## config.mk

```make
export PLATFORM = sky130hd
export DESIGN_NAME = ecc_decode
export DESIGN_NICKNAME = d
export VERILOG_FILES = /design/src/rtl/ecc_pkg.sv /design/src/rtl/ecc_syndrome.sv /design/src/rtl/ecc_decode.sv
export SDC_FILE = /design/constraint.sdc
export NUM_CORES = 1
export LEC_CHECK = 0
export CORE_MARGIN = 2
export CORE_UTILIZATION = 45
export DETAILED_ROUTE_END_ITERATION = 8
export PLACE_DENSITY = 0.67
export SKIP_LAST_GASP = 1
export SYNTH_ARGS = -nofsm -noshare
export SYNTH_HDL_FRONTEND = slang
export SYNTH_SLANG_ARGS = --single-unit
```

## constraint.sdc

```tcl
create_clock -name Clock -period 6.1 [get_ports Clock]
set_input_delay 1.22 -clock Clock [delete_from_list [all_inputs] [get_ports Clock]]
set_output_delay 1.22 -clock Clock [all_outputs]
set_load 0.01 [all_outputs]
```

## src/rtl/ecc_pkg.sv

```systemverilog
// Shared (39,32) extended-Hamming code definition for the FIFO ECC path.
// Both the write-side encoder and the read-side decoder take the code from here.
package ecc_pkg;

   localparam int DATA_WIDTH = 32;
   localparam int ECC_WIDTH  = 7;
   localparam int SYN_WIDTH  = 6;

   // Codeword position of each data bit: the positions in 1..38 that are not powers of two.
   localparam logic [SYN_WIDTH-1:0] POS [DATA_WIDTH] = '{
      6'd3,  6'd5,  6'd6,  6'd7,  6'd9,  6'd10, 6'd11, 6'd12,
      6'd13, 6'd14, 6'd15, 6'd17, 6'd18, 6'd19, 6'd20, 6'd21,
      6'd22, 6'd23, 6'd24, 6'd25, 6'd26, 6'd27, 6'd28, 6'd29,
      6'd30, 6'd31, 6'd33, 6'd34, 6'd35, 6'd36, 6'd37, 6'd38
   };

   // Highest codeword position; syndromes above this cannot come from a single error.
   localparam logic [SYN_WIDTH-1:0] MAX_POS = 6'd38;

   typedef struct packed {
      logic       hit;   // syndrome names a data-bit position
      logic [4:0] idx;   // which data bit
   } syn_lkp_t;

   typedef enum logic [1:0] {
      DEC_CLEAN,     // no error
      DEC_SBE_CHK,   // single error in a check or parity bit, data already good
      DEC_SBE_DATA,  // single error in a data bit, flip it
      DEC_DBE        // uncorrectable
   } dec_kind_t;

   // Hamming check bits [5:0] only.
   function automatic logic [SYN_WIDTH-1:0] ham_gen(input logic [DATA_WIDTH-1:0] d);
      logic [SYN_WIDTH-1:0] h;
      h = '0;
      for (int i = 0; i < DATA_WIDTH; i++)
         for (int k = 0; k < SYN_WIDTH; k++)
            if (POS[i][k]) h[k] = h[k] ^ d[i];
      return h;
   endfunction

   // Full check word: Hamming bits plus even overall parity in bit 6.
   function automatic logic [ECC_WIDTH-1:0] ecc_gen(input logic [DATA_WIDTH-1:0] d);
      logic [SYN_WIDTH-1:0] h;
      h = ham_gen(d);
      return {(^d) ^ (^h), h};
   endfunction

   // Map a syndrome back to the data bit it points at, if any.
   function automatic syn_lkp_t syn_lookup(input logic [SYN_WIDTH-1:0] s);
      syn_lkp_t r;
      r = '{hit: 1'b0, idx: 5'd0};
      for (int i = 0; i < DATA_WIDTH; i++)
         if (POS[i] == s) begin
            r.hit = 1'b1;
            r.idx = 5'(i);
         end
      return r;
   endfunction

endpackage

```

## src/rtl/ecc_syndrome.sv

```systemverilog
// Combinational syndrome and overall-parity generator for one received codeword.
module ecc_syndrome (
   input  logic [ecc_pkg::DATA_WIDTH-1:0] i_data,
   input  logic [ecc_pkg::ECC_WIDTH-1:0]  i_chk,
   output logic [ecc_pkg::SYN_WIDTH-1:0]  o_syn,
   output logic                           o_par
);
   import ecc_pkg::*;

   logic [SYN_WIDTH-1:0] w_ham;

   // Syndrome is recomputed Hamming vs stored; parity spans all 39 received bits.
   always_comb begin
      w_ham = ham_gen(i_data);
      o_syn = w_ham ^ i_chk[SYN_WIDTH-1:0];
      o_par = (^i_data) ^ (^i_chk);
   end

endmodule

```

## src/rtl/ecc_decode.sv

```systemverilog
// SEC-DED check/correct stage on the FIFO read path: two-stage valid/ready
// pipeline (capture + syndrome, then decode/correct) with saturating error counters.
module ecc_decode #(
   parameter int DATA_WIDTH = 32,
   parameter int ECC_WIDTH  = 7,
   parameter int CNT_WIDTH  = 16
) (
   input  logic                  Clock,
   input  logic                  Reset,
   input  logic                  In_valid,
   output logic                  In_ready,
   input  logic [DATA_WIDTH-1:0] DataIn,
   input  logic [ECC_WIDTH-1:0]  ChkIn,
   output logic                  Out_valid,
   input  logic                  Out_ready,
   output logic [DATA_WIDTH-1:0] DataOut,
   output logic                  Sbe,
   output logic                  Dbe,
   input  logic                  Cnt_clr,
   output logic [CNT_WIDTH-1:0]  SbeCount,
   output logic [CNT_WIDTH-1:0]  DbeCount
);
   import ecc_pkg::*;

   logic                  w_adv;
   logic                  w_hs;

   logic                  r_s1_vld;
   logic [DATA_WIDTH-1:0] r_s1_data;
   logic [ECC_WIDTH-1:0]  r_s1_chk;

   logic [SYN_WIDTH-1:0]  w_syn;
   logic                  w_par;
   syn_lkp_t              w_lkp;
   dec_kind_t             w_kind;
   logic [DATA_WIDTH-1:0] w_fix;

   logic                  r_out_vld;
   logic [DATA_WIDTH-1:0] r_out_data;
   logic                  r_sbe;
   logic                  r_dbe;
   logic [CNT_WIDTH-1:0]  r_sbe_cnt;
   logic [CNT_WIDTH-1:0]  r_dbe_cnt;

   // Whole pipe advances together whenever the output slot is free or draining.
   assign w_adv     = Out_ready | ~r_out_vld;
   assign w_hs      = r_out_vld & Out_ready;
   assign In_ready  = w_adv;
   assign Out_valid = r_out_vld;
   assign DataOut   = r_out_data;
   assign Sbe       = r_sbe;
   assign Dbe       = r_dbe;
   assign SbeCount  = r_sbe_cnt;
   assign DbeCount  = r_dbe_cnt;

   // Stage 1: capture the raw word and its check bits.
   always_ff @(posedge Clock) begin
      if (Reset) begin
         r_s1_vld  <= 1'b0;
         r_s1_data <= '0;
         r_s1_chk  <= '0;
      end else if (w_adv) begin
         r_s1_vld <= In_valid;
         if (In_valid) begin
            r_s1_data <= DataIn;
            r_s1_chk  <= ChkIn;
         end
      end
   end

   ecc_syndrome u_syn (
      .i_data (r_s1_data),
      .i_chk  (r_s1_chk),
      .o_syn  (w_syn),
      .o_par  (w_par)
   );

   // Classify the syndrome/parity pair and build the corrected word.
   always_comb begin
      w_lkp  = syn_lookup(w_syn);
      w_kind = DEC_CLEAN;
      w_fix  = r_s1_data;
      if (w_par) begin
         if (w_lkp.hit) begin
            w_kind = DEC_SBE_DATA;
            w_fix  = r_s1_data ^ (DATA_WIDTH'(1) << w_lkp.idx);
         end else if (w_syn <= MAX_POS) begin
            // syndrome 0 (parity bit) or a power of two (check bit)
            w_kind = DEC_SBE_CHK;
         end else begin
            w_kind = DEC_DBE;
         end
      end else if (w_syn != '0) begin
         w_kind = DEC_DBE;
      end
   end

   // Stage 2: output register; flags are cleared whenever no word is presented.
   always_ff @(posedge Clock) begin
      if (Reset) begin
         r_out_vld  <= 1'b0;
         r_out_data <= '0;
         r_sbe      <= 1'b0;
         r_dbe      <= 1'b0;
      end else if (w_adv) begin
         r_out_vld <= r_s1_vld;
         if (r_s1_vld) begin
            r_out_data <= w_fix;
            r_sbe      <= (w_kind == DEC_SBE_DATA) || (w_kind == DEC_SBE_CHK);
            r_dbe      <= (w_kind == DEC_DBE);
         end else begin
            r_sbe <= 1'b0;
            r_dbe <= 1'b0;
         end
      end
   end

   // Error counters: count once per delivered word, saturate, clear has priority.
   always_ff @(posedge Clock) begin
      if (Reset || Cnt_clr) begin
         r_sbe_cnt <= '0;
         r_dbe_cnt <= '0;
      end else if (w_hs) begin
         if (r_sbe && (r_sbe_cnt != '1)) r_sbe_cnt <= r_sbe_cnt + 1'b1;
         if (r_dbe && (r_dbe_cnt != '1)) r_dbe_cnt <= r_dbe_cnt + 1'b1;
      end
   end

endmodule

```

## Word-level counts from Yosys, hierarchy flattened

Cells that the tools add are included.

| storage, ports and cells | value |
|---|---|
| register bits | 107 |
| input port bits | 44 |
| output and inout port bits | 68 |
| logic and storage cells | 191 |

| operators by class | value |
|---|---|
| add/subtract/negate cells | 2 |
| magnitude comparators | 1 |
| eq/ne operators | 37 |
| shift operators | 1 |
| mux-type cells | 40 |
| bitwise operators | 90 |
| reductions and logical operators | 11 |

Operator list:

| cell | count |
|---|---|
| 6-bit 2-to-1 mux | 32 |
| 5-bit by 6-bit == test with 1-bit output, first input constant | 15 |
| 1-bit XOR | 85 |
| 32-bit 2-to-1 mux | 2 |
| 4-bit by 6-bit == test with 1-bit output, first input constant | 7 |
| 6-bit == test, first input constant | 6 |
| 16-bit by 1-bit adder with 16-bit output, second input constant | 2 |
| 16-bit != test, second input constant | 2 |
| 32-bit parity | 1 |
| 1-bit by 5-bit left shift with 32-bit output, first input constant | 1 |
| 32-bit XOR | 1 |
| 3-bit by 6-bit == test with 1-bit output, first input constant | 3 |
| 2-bit 2-to-1 mux | 4 |
| 2-bit AND reduction | 4 |
| 7-bit parity | 1 |
| 2-bit by 6-bit == test with 1-bit output, first input constant | 1 |
| 6-bit less-or-equal comparator, second input constant | 1 |
| 6-bit nonzero test | 1 |
| 6-bit XOR | 1 |
| 2-bit == test, second input constant | 2 |
| 2-bit by 1-bit == test with 1-bit output, second input constant | 1 |
| 1-bit logical AND | 2 |
| 1-bit logical OR | 2 |
| 1-bit 2-to-1 mux | 2 |
| 3 further kinds | 3 |

## Depth between registers and ports, before layout

| logic depth | value |
|---|---|
| depth in word-level cells | 56 |
| gate-level depth with buffers | 13 |
| mapped depth without buffers | 11 |

## Modules after synthesis

From an unflattened synthesis, not the netlist that was laid out.

| unflattened totals | value |
|---|---|
| cell total of the unflattened synthesis | 708 |
| area, all modules | 5,993.2 sq um |

By module, submodules not included:

| module | instances | cells an instance | area each (sq um) | seq. area each (sq um) |
|---|---|---|---|---|
| ecc_decode | 1 | 647 | 5,256.3 | 2,142.1 |
| ecc_syndrome | 1 | 61 | 737.0 | 0.0 |

## Worst setup path after synthesis

OpenSTA, ideal clock, no wires.

| path | value |
|---|---|
| kind | flip-flop to flip-flop |
| start | register r_s1_data[0] |
| end | register r_sbe, in the netlist Sbe |
| library setup time | 0.130 ns |
| arrival | 2.755 ns |
| data required time | 5.970 ns |
| setup slack | 3.215 ns |
| cell stages (with the launch flop) | 11 |
| buffers on the path | 0 |
| clock period less this slack | 2.885 ns |
| path through | dfxtp_1 > xnor3_1 > xnor3_1 > xnor3_1 > a2111oi_0 > o21ai_1 > and3_1 > nor2_1 > ha_1 > nand3_1 > a21oi_1 |

| between the ends | value |
|---|---|
| longest elaborated chain between the ends | 56 |
| elaborated cells on any way between the ends | 111 |
| classes of those cells | 1 x order compare; 34 x eq/ne; 37 x mux; 36 x bitwise; 3 x reduce/logical |

Ends and longest elaborated chain:

| what | line | text |
|---|---|---|
| from (decl) | ecc_decode.sv:29 | `logic [DATA_WIDTH-1:0] r_s1_data;` |
| from (signal assigned) | ecc_decode.sv:65 | `r_s1_data <= DataIn;` |
| 1-bit XOR (17 in series) | ecc_pkg.sv:38 | `if (POS[i][k]) h[k] = h[k] ^ d[i];` |
| 6-bit XOR | ecc_syndrome.sv:15 | `o_syn = w_ham ^ i_chk[SYN_WIDTH-1:0];` |
| 2-bit by 6-bit == test with 1-bit output | ecc_pkg.sv:54 | `if (POS[i] == s) begin` |
| 6-bit 2-to-1 mux (32 in series) | ecc_pkg.sv:54 |  |
| 2-bit 2-to-1 mux | ecc_decode.sv:84 | `if (w_lkp.hit) begin` |
| 2-bit 2-to-1 mux (*) | ecc_decode.sv:83 | `if (w_par) begin` |
| 2-bit == test or 2-bit by 1-bit == test with 1-bit output (tied branches) | ecc_decode.sv:109 | `r_sbe <= (w_kind == DEC_SBE_DATA) \|\| (w_kind == DEC_SBE_CHK);` |
| 1-bit logical OR (*) | ecc_decode.sv:109 |  |
| 1-bit 2-to-1 mux (*) | ecc_decode.sv:107 | `if (r_s1_vld) begin` |
| to (signal assigned) | ecc_decode.sv:109 |  |
| to (decl) | ecc_decode.sv:40 | `logic r_sbe;` |

Mark *: on every way between the ends. The rest lies on a longest branch, timed or not.
A chain may end at the register's enable or synchronous reset.

## Worst setup path after layout

| path | value |
|---|---|
| start | input port Out_ready |
| end | output port In_ready |

| between the ends | value |
|---|---|
| longest elaborated chain between the ends | 1 |

Ends and longest elaborated chain:

| what | line | text |
|---|---|---|
| from (decl) | ecc_decode.sv:15 | `input logic Out_ready,` |
| 1-bit bitwise OR | ecc_decode.sv:46 | `assign w_adv = Out_ready \| ~r_out_vld;` |
| to (decl) | ecc_decode.sv:11 | `output logic In_ready,` |

Every way passes these cells.

==> metrics.md <==
| Metric | Value |
|---|---|
| Outcome | complete, no violations |
| CP max FO | 7 |
| N_diodes | 0 |
| Final HPWL DP | 11900 um |
| First-pass DRT Iterations | 5 |
| Fin. Hold Viols | 0 |
| Peak supply drop | 182.3 uV |
| Chip Width | 116.2 um |
| Count leader, synth | nand2_1 |
| CP required | 4.88 ns |
| RSZ-0062 raised after global routing | false |
| Post-layout net count | 835 |
| Commonest cells in the synthesized netlist | nand2_1 (155), dfxtp_1 (107), xnor2_1 (68) |
| Clk slew on worst S/H paths | 0.07 ns |
| DR vias/cell | 5.333 |
| Gpl congestion | 0.9126 |
| Worst setup path class | in -> out |
| Worst setup EP type | output port |
| Slew margin rel. | 0.1930 |
| Io pins | 112 |
| Final period util | 0.6464 |
| Hold_buf cts | 0 |
| Critical Path AT | 2.72 ns |
| Top cells by area, synth | dfxtp_1 (38%), xnor2_1 (11%), nand2_1 (10%) |
| Post-Syn Instances | 689 |
| Initial antenna violation count | 0 |
| Pwr dens | 407.5 nW/um^2 |
| CTS tree | yes |
| Routed length per instance | 16.28 um |
| Global Route Usage Sum | 0.2358 |
| Synth area leader | dfxtp_1 |
| # Post-CTS Setup Buffers | 0 |
| Fill count | 1172 |
| Crit path time final | 3.943 ns |
| Ys flop type | dfxtp_1 |
| CP startpoint kind | input port |
| Row count | 41 |
| Port buffer count | 111 |
| # DRC | 0 |
| Clk buf depth | 2 |
| Asr flop ratio synth | 0 |
| Setup violators final | 0 |
| Post-CTS Resized | 0 |
| Area share of the largest cell type after synthesis | 0.3778 |
| Synth warn | 0 |
| Worst-Skew Late Latency | 0.36 ns |
| Post-Syn Area | 5669 um^2 |
| Core Region | 12470 um^2 |
| Reg2reg start | r_s1_data[28]$_SDFFE_PP0P_ |
| # clock sinks | 107 |
| Util after Layout | 0.5811 |
| Max Clock Freq | 253.6 MHz |
| Area growth syn-to-layout | 27.76% |
| First-pass GRT wire length | 24570 um |
| WL final | 15690 um |
| Leakage Power | 2.421 nW |
| Die height | 116.2 um |
| Initial DRC Count | 403 |
| Layout cells sized above 1 | 0.05303 |
| Syn Nets | 736 |
| Sequential-to-total area share from yosys stat | 0.3778 |
| Initial Utilization | 0.4548 |
| Worst Skew | 0.01414 ns |
| Worst Setup SP | Out_ready |
| #FFs+latches synth | 107 |
| Clock root buffer | clkbuf_16 |
| Max Cap Viol | 0 |
| Total CTS buffers | 9 |
| GRT overflow | 0 |
| Setup_tns | 0 ns |
| Mapped Avg Cell Area | 8.228 um^2 |
| Largest net degree at the start of global routing | 47 |
| Via count | 5141 |
| Hold Path Class | reg -> reg |
| Worst Hold Launch | DataOut[21]$_SDFFE_PP0P_ |
| Vias in the first global route | 4663 |
| Synth cell types | 54 |
| Post-route ant nets | 0 |
| Slew at the pin closest to its max-slew limit | 1.207 ns |
| H-tree levels | 3 |
| Post-synth EDFFs | 0 |
| Die area | 13510 um^2 |
| Fin. max-slew vios | 0 |
-- where the power goes --
part,leakage (nW),internal (W),switching [W]
clock,0.152,0.000334,0.000273
combinational,1.40,0.000571,0.00100
sequential,0.871,0.000731,0.0000387
-- cell usage in the layout, fill, tap and decap left out, types with 3 or more instances in the layout --
master           count
nor3_1              10
xnor3_1              7
buf_4                6
nand2_1            155
a211oi_1             4
nand4_1             10
ha_1                 3
o21ai_1             28
o21ai_0             20
a21oi_1             55
nand3_1             19
nor2b_1              3
o211ai_1             5
a31oi_1              3
or3_1               10
a211o_1              3
nor2_1              55
xor2_1              39
xnor2_1             68
or2_2                3
inv_1                4
clkdlybuf4s50_1    111
xnor2_2              3
and3_1               5
clkbuf_16            9
dfxtp_1            107
-- worst max-delay path: stages --
cell             delay [ns]
clkdlybuf4s50_1        0.46
nor2b_1                0.31
inv_1                  0.21
clkdlybuf4s50_1        0.52
-- through the flow --
step	setup slack [ns]	power, W	cells	cell area (um^2)	hold WS [ns]
CTS	2.171	0.002935	964	7243	0.4502
detailed placement	2.195	0.002324	949	6932	0.4401
floorplan	3.215	0.001924	689	5669	0.4481
finish	2.157	0.002952	964	7243	0.4457
global placement	2.184	0.002347	949	6932	0.4375
global route	2.046	0.003122	964	7243	0.4629
-- logic make-up (layout without fill, tap and decap cells) --
kind of cell | after synthesis | in the layout | synth area share
AND/OR/NAND/NOR | 281 | 281 | 0.2161
AO/OA/AOI/OAI | 140 | 140 | 0.1479
XOR/XNOR | 123 | 123 | 0.2256
flip-flops | 107 | 107 | 0.3778
buffers and inverters | 33 | 136 | 0.02251
adder cells (fa/ha/maj) | 3 | 3 | 0.006622
multiplexers | 2 | 2 | 0.003531
-- registers in the layout, summed over array words and instances (netlist names) --
signal and cells:
DataOut 32, r_s1_data 32, DbeCount 16, SbeCount 16, r_s1_chk 7, Dbe 1
Out_valid 1, Sbe 1, r_s1_vld 1
-- layout make-up --
class | instances | area [um^2] | share of cell area
Multi-Input combinational cell | 549 | 3403 | 0.4699
Sequential cell | 107 | 2142 | 0.2957
Timing Repair Buffer | 117 | 1156 | 0.1596
Clock buffer | 10 | 239.0 | 0.03299
Tap cell | 172 | 215.2 | 0.02971
Clock inverter | 5 | 72.57 | 0.01002
Inverter | 4 | 15.01 | 0.002073
-- worst paths after layout --
check / to / slack (ns) / cells past startpoint
setup reg to reg: DataOut[9]$_SDFFE_PP0P_ / 2.42 / 11
hold / removal: DataOut[21]$_SDFFE_PP0P_ / 0.45 / 2
hold reg to reg: DataOut[21]$_SDFFE_PP0P_ / 0.45 / 2
setup / recovery: In_ready / 2.16 / 4
-- metal layers --
layer	track usage	part of all wire	vias up	wire length, um
met5	0	0	-	0
met4	0.06190	0.015	0	240
met3	0.04878	0.070	19	1101
met2	0.3609	0.44	209	6970
met1	0.3394	0.47	2389	7378
li1	-	-	2524	-
Note: power is estimated with default switching activity, not from simulation.
==> RTL edit 1 (same settings) <==
Set the parameter `CNT_WIDTH` to 12 (it was 16).
--- a/src/rtl/ecc_decode.sv
+++ b/src/rtl/ecc_decode.sv
@@ -5,3 +5,3 @@
    parameter int ECC_WIDTH  = 7,
-   parameter int CNT_WIDTH  = 16
+   parameter int CNT_WIDTH  = 12
 ) (
Interface: changed (resized DbeCount and SbeCount); port bits go from 112 to 104. The function was not compared with the original's and may differ.
==> RTL edit 1 against the original RTL <==
Area after synthesis shrank 6.8%; setup slack improved by 0.019 ns; final area down 6.9%; critical path depth unchanged; clock skew fell by 0.0069 ns; total power shrank 4.6%; die area down 6.5%; sequential share of layout area is 0.17 points lower; wire length shrank 7.8%; sequential cell count is 8 lower; critical path type unchanged; critical endpoint unchanged; highest routed layer unchanged.
==> RTL edit 1: results (changes against the original RTL) <==
Vias in the first global route -> 4,432 (-5.0%)
Slew @ Worst Pin -> 1.083 ns (-0.1239 ns)
Skew final -> 0.007237 ns (-0.006904 ns)
Arr. time, crit path -> 2.70 ns (-0.02 ns)
Synthesized instance count -> 634 (-8.0%)
Non-filler cells, final -> 875 (-9.2%)
Layout cells sized above 1 -> 4.645% (-0.66 points)
Switching Share -> 44.00% (-0.58 points)
Placed insts -> 859 (-9.5%)
Worst min-delay path startpoint -> DataOut[26]
Hold Path End -> DataOut[26]
Final Wtd Congestion -> 0.8695 (-4.7%)
Leak Pwr -> 2.399 nW (-0.91%)
Count of cell types in the netlist -> 50 (-7.4%)
IO Port Bufs -> 103 (-7.2%)
Syn nets -> 681 (-7.5%)
FF/Latch Area -> 1982 um^2 (-7.5%)
Post-synthesis sequential area ratio -> 37.49% (-0.29 points)
DP Worst Slack -> 2.199 ns (+0.003110 ns)
Minimum clock period after layout -> 3.924 ns (-0.01940 ns)
Outcome -> finished clean
Vias per Instance -> 5.327 (-0.11%)
Fillers -> 1,085 (-7.4%)
R2r setup slk -> 2.37 ns (-0.05 ns)
Top post-synthesis cells by area -> dfxtp_1 (37%), nand2_1 (11%), xnor2_1 (11%), xor2_1 (6.1%), a21oi_1 (5.3%)
==> RTL edit 1: changes by cell type in the layout (fill, tap and decap cells not counted), moves of 3 or more <==
cell | unedited run | this run
xnor2_1 | 68 | 65
nor3_1 | 10 | 6
a211o_1 | 3 | 0
nand4_1 | 10 | 6
clkdlybuf4s50_1 | 111 | 103
o211ai_1 | 5 | 2
a31oi_1 | 3 | 0
o21ai_0 | 20 | 14
dfxtp_1 | 107 | 99
nor2_1 | 55 | 51
or3_1 | 10 | 7
xnor3_1 | 7 | 11
nand3_1 | 19 | 16
==> RTL edit 1: layer usage <==
metal | up-vias | share of wire (%) | track usage [%]
met2 | 139 | 46 | 37.75
li1 | 2309 | - | -
met4 | 0 | 1.9 | 7.805
met3 | 19 | 5.3 | 4.266
met1 | 2194 | 47 | 31.36
met5 | - | 0 | 0
==> RTL edit 1: power groups by stage <==
| stage | clock, mW | combinational [mW] | sequential, mW |
|---|---|---|---|
| CTS | 0.594 | 1.50 | 0.719 |
| detailed placement | 0 | 1.49 | 0.734 |
| floorplan | 0 | 1.09 | 0.731 |
| finish | 0.586 | 1.51 | 0.719 |
| global placement | 0 | 1.49 | 0.733 |
| global route | 0.625 | 1.64 | 0.723 |
==> RTL edit 1: logic make-up after synthesis <==
| group | synth area share (%) |
|---|---|
| compound gates | 12.90 |
| fa+ha+maj | 0.7101 |
| xor+xnor | 25.30 |
| flops | 37.49 |
| simple gates | 21.07 |
| mux | 0.3787 |
| buf+inv | 2.154 |
==> RTL edit 1: cell type report <==
cell class	instances	share of cell area (%)
Clock inverter	3	0.6867
Timing Repair Buffer	108	15.85
Inverter	3	0.1670
Clock buffer	13	3.860
Tap cell	143	2.654
Sequential cell	99	29.40
Multi-Input combinational cell	506	47.38
==> RTL edit 2 (same settings) <==
Without the edit above. Put one more register stage on the output `DbeCount`, cleared by the reset. The value now appears one clock later. The other outputs are not delayed to match.
--- a/src/rtl/ecc_decode.sv
+++ b/src/rtl/ecc_decode.sv
@@ -53,3 +53,9 @@
    assign SbeCount  = r_sbe_cnt;
-   assign DbeCount  = r_dbe_cnt;
+   always_ff @(posedge Clock) begin
+      if (Reset) begin
+         DbeCount <= '0;
+      end else begin
+         DbeCount <= r_dbe_cnt;
+      end
+   end
 
Function: changed (Yosys sat finds a counterexample within 4 cycles, from zero or initial values and one cycle with Reset high).
==> RTL edit 2 against the original RTL <==
Wire length increased by 6.3%; combinational power increased by 7%; final area rose by 11%; clock power is 64% higher; sequential share of layout area increased by 1.1 points; total power rose by 21%; largest power group unchanged; sequential cell count increased by 16; area after synthesis increased by 10%; worst hold slack improved by 0.031 ns; setup slack got worse by 0.61 ns.
==> RTL edit 2: results (changes against the original RTL) <==
Met1 usage -> 31.82% (-2.1 points)
Clock Network Area Fraction -> 7.313% (+3.0 points)
Syn nets -> 743 (+0.95%)
First-pass DRT Iterations -> 7 (+2)
Fillers -> 1,217 (+3.8%)
Skew final -> 0.005639 ns (-0.008502 ns)
DP Worst Slack -> 1.626 ns (-0.5698 ns)
Met1 wire length -> 7440 um (+0.84%)
Multi-input gates -> 524 (-4.6%)
Layout cells sized above 1 -> 6.148% (+0.85 points)
Nets -> 831 (-0.48%)
Metal2 WL -> 7573 um (+8.7%)
Final Wtd Congestion -> 0.8698 (-4.7%)
Largest net degree at the start of global routing -> 93 (+98%)
Peak supply drop -> 0.0003194 V (+75%)
Met3 Usage GRT -> 5.290% (+0.41 points)
Compound-cell area share of the yosys netlist -> 17.67% (+2.9 points)
Mux cell area share after synthesis -> 0.3201% (-0.033 points)
Arr. time, crit path -> 4.88 ns (+2.16 ns)
Area share of fa/ha/maj cells after synthesis -> 0.9204% (+0.26 points)
Vias in the first global route -> 4,774 (+2.4%)
TritonCTS Buffers -> 17 (+8)
Clock latency on the worst-skew pair -> 0.42 ns (+0.06 ns)
Length of routed met3 wiring -> 1244 um (+13%)
Rel. slew slack -> 13.26% (-6.0 points)
WL/cell -> 17.07 um (+4.9%)
Leak Pwr -> 2.847 nW (+18%)
Design area -> 8024 um^2 (+11%)
Met2 usage -> 34.11% (-2.0 points)
Outcome -> finished clean
Vias per Instance -> 5.595 (+4.9%)
Initial DRC Count -> 437 (+8.4%)
DP Wirelength -> 11,910 um (about the same)
Area of the multi-input gates -> 3598 um^2 (+5.7%)
Count of cell types in the netlist -> 53 (-1.9%)
## RTL edit 2: report_power, final
group	total, mW	switching (mW)	leakage [nW]	internal [mW]
Combinational	1.69	1.11	1.56	0.574
Sequential	0.888	0.0444	1.00	0.843
Clock	0.998	0.384	0.281	0.614
Total	3.57	1.54	2.85	2.03
## RTL edit 2: final timing paths
path | slack (ns) | endpoint | cells after the start | startpoint
min | 0.48 | r_s1_chk[2] | 2 | r_s1_chk[2]
max | 1.55 | DataOut[10] | 9 | r_s1_data[1]
min reg2reg | 0.48 | r_s1_chk[2] | 2 | r_s1_chk[2]
max reg2reg | 1.55 | DataOut[10] | 9 | r_s1_data[1]
## RTL edit 2: stage by stage
stage	hold WS [ns]	util (%)	power, mW	instances
after floorplan	0.4368	-	2.116	696
after global placement	0.4528	54.21	2.524	945
after detailed placement	0.4580	54.21	2.541	945
after CTS	0.4743	58.49	3.543	977
after global routing	0.4995	58.49	3.771	977
final	0.4763	58.49	3.572	977
